**config.mk**
```make
export PLATFORM = sky130hd
export DESIGN_NAME = pushbutton_processor
export DESIGN_NICKNAME = d
export VERILOG_FILES = /design/src/rtl/pushbutton_processor.sv
export SDC_FILE = /design/constraint.sdc
export NUM_CORES = 1
export LEC_CHECK = 0
export BUFFER_PORTS_ARGS = -buffer_cell sky130_fd_sc_hd__buf_4
export CAP_MARGIN = 0
export CORE_MARGIN = 5
export CORE_UTILIZATION = 61
export DETAILED_ROUTE_END_ITERATION = 16
export PLACE_DENSITY = 0.79
export SKIP_LAST_GASP = 1
export SLEW_MARGIN = 20
export SYNTH_ARGS = -nofsm -noshare
export SYNTH_HDL_FRONTEND = slang
export SYNTH_SLANG_ARGS = --single-unit
```
**constraint.sdc**
```tcl
create_clock -name clk_1khz -period 3.15 [get_ports clk_1khz]
set_input_delay 0.63 -clock clk_1khz [delete_from_list [all_inputs] [get_ports clk_1khz]]
set_output_delay 0.63 -clock clk_1khz [all_outputs]
set_load 0.01 [all_outputs]
```
**src/rtl/pushbutton_processor.sv**
```systemverilog
`default_nettype none
// ============================================================================
//  Module      : pushbutton_processor
//  Description : Synchronises and debounces one mechanical pushbutton sampled
//                on a 1 kHz clock. Each press is classified as short (one
//                count_up pulse on release) or long (one count_down pulse once
//                the hold reaches LONG_PRESS_MS).
//  Revision    : 1.0 - initial release
// ============================================================================
module pushbutton_processor #(
   parameter int DEBOUNCE_MS   = 20,
   parameter int LONG_PRESS_MS = 2000
) (
   input  logic clk_1khz,
   input  logic rst_i,
   input  logic pushbutton_i,
   output logic count_up,
   output logic count_down
);

   localparam int c_db_w       = $clog2(DEBOUNCE_MS + 1);
   localparam int c_hold_w_min = $clog2(LONG_PRESS_MS + 1);
   localparam int c_hold_w     = (c_hold_w_min < 11) ? 11 : c_hold_w_min;

   // Last count value before the debounced state may change.
   localparam logic [c_db_w-1:0]   c_db_last  = c_db_w'(DEBOUNCE_MS - 1);
   localparam logic [c_hold_w-1:0] c_hold_max = c_hold_w'(LONG_PRESS_MS);

   logic                sync1_q;
   logic                sync_q;
   logic                deb_q;
   logic                deb_d;
   logic                deb_prev_q;
   logic [c_db_w-1:0]   db_cnt_q;
   logic [c_db_w-1:0]   db_cnt_d;
   logic [c_hold_w-1:0] hold_q;
   logic [c_hold_w-1:0] hold_d;
   logic                long_q;
   logic                long_d;
   logic                up_q;
   logic                up_d;
   logic                down_q;
   logic                down_d;

   logic                w_rise;
   logic                w_fall;
   logic                w_fire_down;

   // Debounce: the new level must be seen DEBOUNCE_MS samples in a row.
   always_comb begin
      deb_d    = deb_q;
      db_cnt_d = '0;
      if (sync_q != deb_q) begin
         if (db_cnt_q == c_db_last) begin
            deb_d = sync_q;
         end else begin
            db_cnt_d = db_cnt_q + c_db_w'(1);
         end
      end
   end

   assign w_rise      = deb_d & ~deb_q;
   assign w_fall      = deb_prev_q & ~deb_q;
   // Hold count has reached the threshold and this press has not fired yet.
   // Not gated by the debounced level so a press held for exactly
   // LONG_PRESS_MS cycles still classifies as long.
   assign w_fire_down = (hold_q == c_hold_max) & ~long_q;

   // Hold timing and press classification.
   always_comb begin
      hold_d = hold_q;
      long_d = long_q;
      if (w_fire_down) begin
         long_d = 1'b1;
      end
      if (w_rise) begin
         hold_d = '0;
         long_d = 1'b0;
      end else if (deb_q && (hold_q != c_hold_max)) begin
         hold_d = hold_q + c_hold_w'(1);
      end
      down_d = w_fire_down;
      // A release on the same cycle the long pulse fires belongs to the long press.
      up_d   = w_fall & ~long_q & ~w_fire_down;
   end

   // State registers; reset overrides everything.
   always_ff @(posedge clk_1khz) begin
      if (rst_i) begin
         sync1_q    <= 1'b0;
         sync_q     <= 1'b0;
         deb_q      <= 1'b0;
         deb_prev_q <= 1'b0;
         db_cnt_q   <= '0;
         hold_q     <= '0;
         long_q     <= 1'b0;
         up_q       <= 1'b0;
         down_q     <= 1'b0;
      end else begin
         sync1_q    <= pushbutton_i;
         sync_q     <= sync1_q;
         deb_q      <= deb_d;
         deb_prev_q <= deb_q;
         db_cnt_q   <= db_cnt_d;
         hold_q     <= hold_d;
         long_q     <= long_d;
         up_q       <= up_d;
         down_q     <= down_d;
      end
   end

   assign count_up   = up_q;
   assign count_down = down_q;

endmodule
`default_nettype wire

```
**Word-level counts from Yosys, hierarchy flattened**

Cells that the tools add are included.
W data, S select, Z words.

- Input port bits: 3
- Register bits: 23

- Reductions and logical operators: 3
- Eq/ne operators: 4
- Add/sub/neg operators: 2
- Bitwise gates (word level): 9
- Mux-type cells: 2

Operators by type and width:

| cell | count |
|---|---|
| $add A11 B1 Y11 const B | 1 |
| $eq A11 B11 Y1 const B | 1 |
| $ne A11 B11 Y1 const B | 1 |
| $add A5 B1 Y5 const B | 1 |
| $and A1 B1 Y1 | 5 |
| $eq A5 B5 Y1 const B | 1 |
| $not A1 Y1 | 4 |
| $reduce_or A3 Y1 | 1 |
| $mux W1 | 2 |
| $reduce_or A2 Y1 | 1 |
| $logic_and A1 B1 Y1 | 1 |
| $ne A1 B1 Y1 | 1 |

**Logic depth before layout (Yosys ltp)**

- Depth after elaboration: 5
- Depth in mapped cells: 6

**Least setup slack after synthesis**

Ideal clock, no wire load.

- Kind: flip-flop to flip-flop
- Start point: register db_cnt_q[0]
- End point: register hold_q[9]
- Buffers on the path: 1
- Library setup time: 115 ps
- Setup slack: 1805 ps
- Stages on the path, launching flop included: 7
- Arrival: 1231 ps
- Clock period less this slack: 1345 ps
- Cells stage by stage: dfxtp_1 ha_1 nand2_1 nor3_1 a31o_2 buf_4 nor2_1

- Word-level cells in the longest chain between the ends: 5

RTL lines:

| element | line | source |
|---|---|---|
| from (decl) | 34 | `logic [c_db_w-1:0] db_cnt_q;` |
| from (signal assigned) | 104 | `db_cnt_q <= db_cnt_d;` |
| $eq A5 B5 Y1 | 54 | `if (db_cnt_q == c_db_last) begin` |
| $mux W1 | 54 |  |
| $mux W1 | 53 | `if (sync_q != deb_q) begin` |
| $and A1 B1 Y1 | 62 | `assign w_rise = deb_d & ~deb_q;` |
| $reduce_or A2 Y1 (no line) | -- |  |
| to (signal assigned) | 105 | `hold_q <= hold_d;` |
| to (decl) | 36 | `logic [c_hold_w-1:0] hold_q;` |

No other way between the ends.
A chain may end at the register's enable or synchronous reset.

**Worst setup path in the final report**

- Start point: register db_cnt_q[0]
- End point: register hold_q[10]

The elaborated chain is that of the path after synthesis.

==> parameters.txt <==
Parameter                              Value

Die
  Floorplan core area    between 1500 and 2000 um^2
  Io pins    5
  Width of the die    roughly 50 um
  Std-Cell Rows    14
  Die Footprint    about 2500 um^2
  Die Ht    approximately 50 um
  Initial Utilization    0.645

Synthesis
  Ranking of synthesized cells by area    sky130_fd_sc_hd__dfxtp_1 47%, sky130_fd_sc_hd__xnor2_1 8.1%, sky130_fd_sc_hd__nor2_1 7.7%
  Synthesized instance count    102
  Biggest area consumer among synthesized cells    sky130_fd_sc_hd__dfxtp_1
  Count of warnings emitted by yosys    0
  FF+latch count, synth    23
  Sequential area share after synthesis    0.474
  Post-Syn Area    roughly 970 um^2
  Cell variety after synth    24
  Synth Net Count    around 110
  Avg Inst Size Synth    9.53 um^2
  Synth top area share    0.474

Worst setup path
  Kind of critical path    flop to flop
  Startpoint class of the critical path    flop
  Worst path arrival time    around 1.7 ns
  Endpoint type of the worst setup path    flop
  Worst reg2reg endpoint    hold_q[10]$_SDFFE_PP0P_
  Reg-to-reg slack, setup    1.66 ns
  Crit path required time    roughly 3.3 ns
  Worst r2r src    db_cnt_q[0]$_SDFF_PP0_
  Highest net fanout along the worst path    12
  Worst R2R Path Depth    5

Clock network
  Clock slew at reported path FFs    0.11 ns
  Source-to-sink clock delay at the later pin of the worst-skew pair    roughly 0.3 ns
  Resized cells post-CTS    0
  TritonCTS buffer count    3
  Cell chosen for the clock root    sky130_fd_sc_hd__clkbuf_4
  CTS sink cnt    23
  Postcts setup bufs    0
  Maximum clock insertion buffer count    2
  CTS tree    yes
  Hold-fix buffer count after cts    0
  Maximum level of the CTS H-tree    1

STA
  Setup TNS    0 ns
  Final Max Tran Viols    0
  Worst slew pin tran    0.355 ns
  Minimum period implied by the final worst setup slack    approximately 1.5 ns
  Final clock skew    roughly 0.0028 ns
  Slew HR    0.761
  Final Hold Slack    between 0.4 and 0.5 ns
  Setup repair after global routing missed its margin    no
  Final number of setup-violating endpoints    0
  Final hold viol count    0
  Tcrit/Tclk final    0.472
  Final critical-path setup slack    1.66 ns
  Achievable Freq    between 600 and 700 MHz

Final layout
  Final net count    roughly 120
  Area used by sequential logic in the layout    460 um^2
  Count of placed standard cells in the final layout, fillers left out    roughly 120
  Fill count    ~130
  Most common library cell in the layout ignoring fill and taps    sky130_fd_sc_hd__dfxtp_1
  Multi-input gate area    roughly 470 um^2
  Diodes inserted    0
  Proportion of layout cells with a drive suffix above 1    0.120
  Top library cells by usage in the layout, fill and taps aside    23 x sky130_fd_sc_hd__dfxtp_1, 20 x sky130_fd_sc_hd__nor2_1, 9 x sky130_fd_sc_hd__xnor2_1
  Area growth from synthesis to layout    5.66%

Hold path
  Worst Hold Class    flop to flop
  Launch point of the worst hold path    db_cnt_q[0]$_SDFF_PP0_
  Number of cells on the worst hold path    1
  Hold endpoint    db_cnt_q[0]$_SDFF_PP0_

Drt
  Number of DRC violations after detailed routing    0
  Vias after detailed routing    around 700
  Number of routed nets with antenna violations    0
  Number of DRC markers in iteration 0    16
  Sum of routed wire length over all layers    ~1.6 mm
  First-pass iteration count of the detailed router    4
  Vias per std cell    between 5 and 6
  Avg WL per Cell    around 13 um

Power and ir drop
  Worst IR Drop VDD    about 0.29 mV
  Pwr per Cell Area    around 420 nW/um^2
  Overall power    approximately 430 uW
  Leak    between 0.3 and 0.4 nW

Place
  Final weighted congestion in routability-driven placement    between 0.7 and 0.8
  Placed wire-length estimate    1.19 mm
  Placed Instances    120
  Count of input and output buffers    4
  Setup slack at placement    1.68 ns

Global route
  Total congestion overflow    0
  Maximum number of pins on one net before global-route repair    13
  First-pass GRT wire length    approximately 2.8 mm
  Total routing usage reported by global routing    0.146
  Initial antenna violation count    0
  Vias in the first global route    roughly 670

Outcome
  Result of the run    finished clean

Flow run
  Total of max-cap violations    0
## worst max-delay path by stage
stage                                      start                 endpoint  slack (ns)  depth (start not counted)
after global routing      db_cnt_q[0]$_SDFF_PP0_   hold_q[3]$_SDFFE_PP0P_        1.52                          5
after CTS                 db_cnt_q[0]$_SDFF_PP0_  hold_q[10]$_SDFFE_PP0P_        1.67                          5
final                     db_cnt_q[0]$_SDFF_PP0_  hold_q[10]$_SDFFE_PP0P_        1.66                          5
after global placement    db_cnt_q[0]$_SDFF_PP0_   hold_q[0]$_SDFFE_PP0P_        1.73                          5
after detailed placement  db_cnt_q[0]$_SDFF_PP0_  hold_q[10]$_SDFFE_PP0P_        1.68                          5
after floorplan           db_cnt_q[0]$_SDFF_PP0_   hold_q[9]$_SDFFE_PP0P_        1.80                          6
## cells by family after synthesis
logic type | count (synthesis) | share of synthesized area
AND/OR/NAND/NOR | 49 | 0.269
flip-flops | 23 | 0.474
XOR/XNOR | 13 | 0.117
buffers and inverters | 7 | 0.0412
AO/OA/AOI/OAI | 5 | 0.0399
adder cells (fa/ha/maj) | 3 | 0.0386
multiplexers | 2 | 0.0206
## flip-flops by register name (all words and copies together) (netlist names)
name and count:
deb_q 1, deb_prev_q 1, count_up 1, db_cnt_q 5, long_q 1, sync1_q 1
count_down 1, sync_q 1, hold_q 11
## per-stage QoR
| step | instance area (um^2) | utilization |
|---|---|---|
| after floorplan | 972 | - |
| after global placement | 1000 | 0.664 |
| after detailed placement | 1000 | 0.664 |
| after CTS | 1030 | 0.682 |
| after global routing | 1030 | 0.682 |
| final | 1030 | 0.682 |
## area by class of cell
class,instances,area share
Multi-Input combinational cell,72,0.459
Tap cell,16,0.0195
Clock buffer,4,0.0256
Inverter,5,0.0183
Sequential cell,23,0.448
Timing Repair Buffer,4,0.0292
## cell usage after synthesis
library cell and count:
sky130_fd_sc_hd__ha_1 3, sky130_fd_sc_hd__and4bb_2 1, sky130_fd_sc_hd__nor4_2 1, sky130_fd_sc_hd__buf_4 1, sky130_fd_sc_hd__or3_1 1, sky130_fd_sc_hd__nand4_1 3, sky130_fd_sc_hd__dfxtp_1 23, sky130_fd_sc_hd__and4_1 2
sky130_fd_sc_hd__clkbuf_8 1, sky130_fd_sc_hd__xor2_1 4, sky130_fd_sc_hd__a41o_2 1, sky130_fd_sc_hd__mux2i_1 2, sky130_fd_sc_hd__nor2_1 20, sky130_fd_sc_hd__nand3_1 7, sky130_fd_sc_hd__nor3b_2 1, sky130_fd_sc_hd__nor2b_1 2
sky130_fd_sc_hd__inv_1 5, sky130_fd_sc_hd__nand2_1 5, sky130_fd_sc_hd__nor3_1 5, sky130_fd_sc_hd__nor4b_2 1, sky130_fd_sc_hd__a21oi_1 2, sky130_fd_sc_hd__a311oi_1 1, sky130_fd_sc_hd__xnor2_1 9, sky130_fd_sc_hd__a31o_2 1
## critical path: stages (launching register included)
cell	delay, ns
sky130_fd_sc_hd__dfxtp_1	0.37
sky130_fd_sc_hd__ha_1	0.21
sky130_fd_sc_hd__nand2_1	0.06
sky130_fd_sc_hd__nor3_1	0.29
sky130_fd_sc_hd__a31o_2	0.37
sky130_fd_sc_hd__nor2_1	0.08
## report_power, final
| part | internal [mW] | total, mW | leakage (nW) | switching [mW] |
|---|---|---|---|---|
| combinational | 0.00367 | 0.00873 | 0.154 | 0.00506 |
| clock | 0.0493 | 0.127 | 0.0150 | 0.0782 |
| sequential | 0.292 | 0.293 | 0.186 | 0.000883 |
## layer usage
layer,up-vias,GRT usage,share of wire
met5,-,0,0
met4,0,0.0742,0.017
met3,4,0.0422,0.031
met2,7,0.229,0.48
met1,324,0.179,0.47
li1,362,-,-
Note: power is estimated with default switching activity, not from simulation.
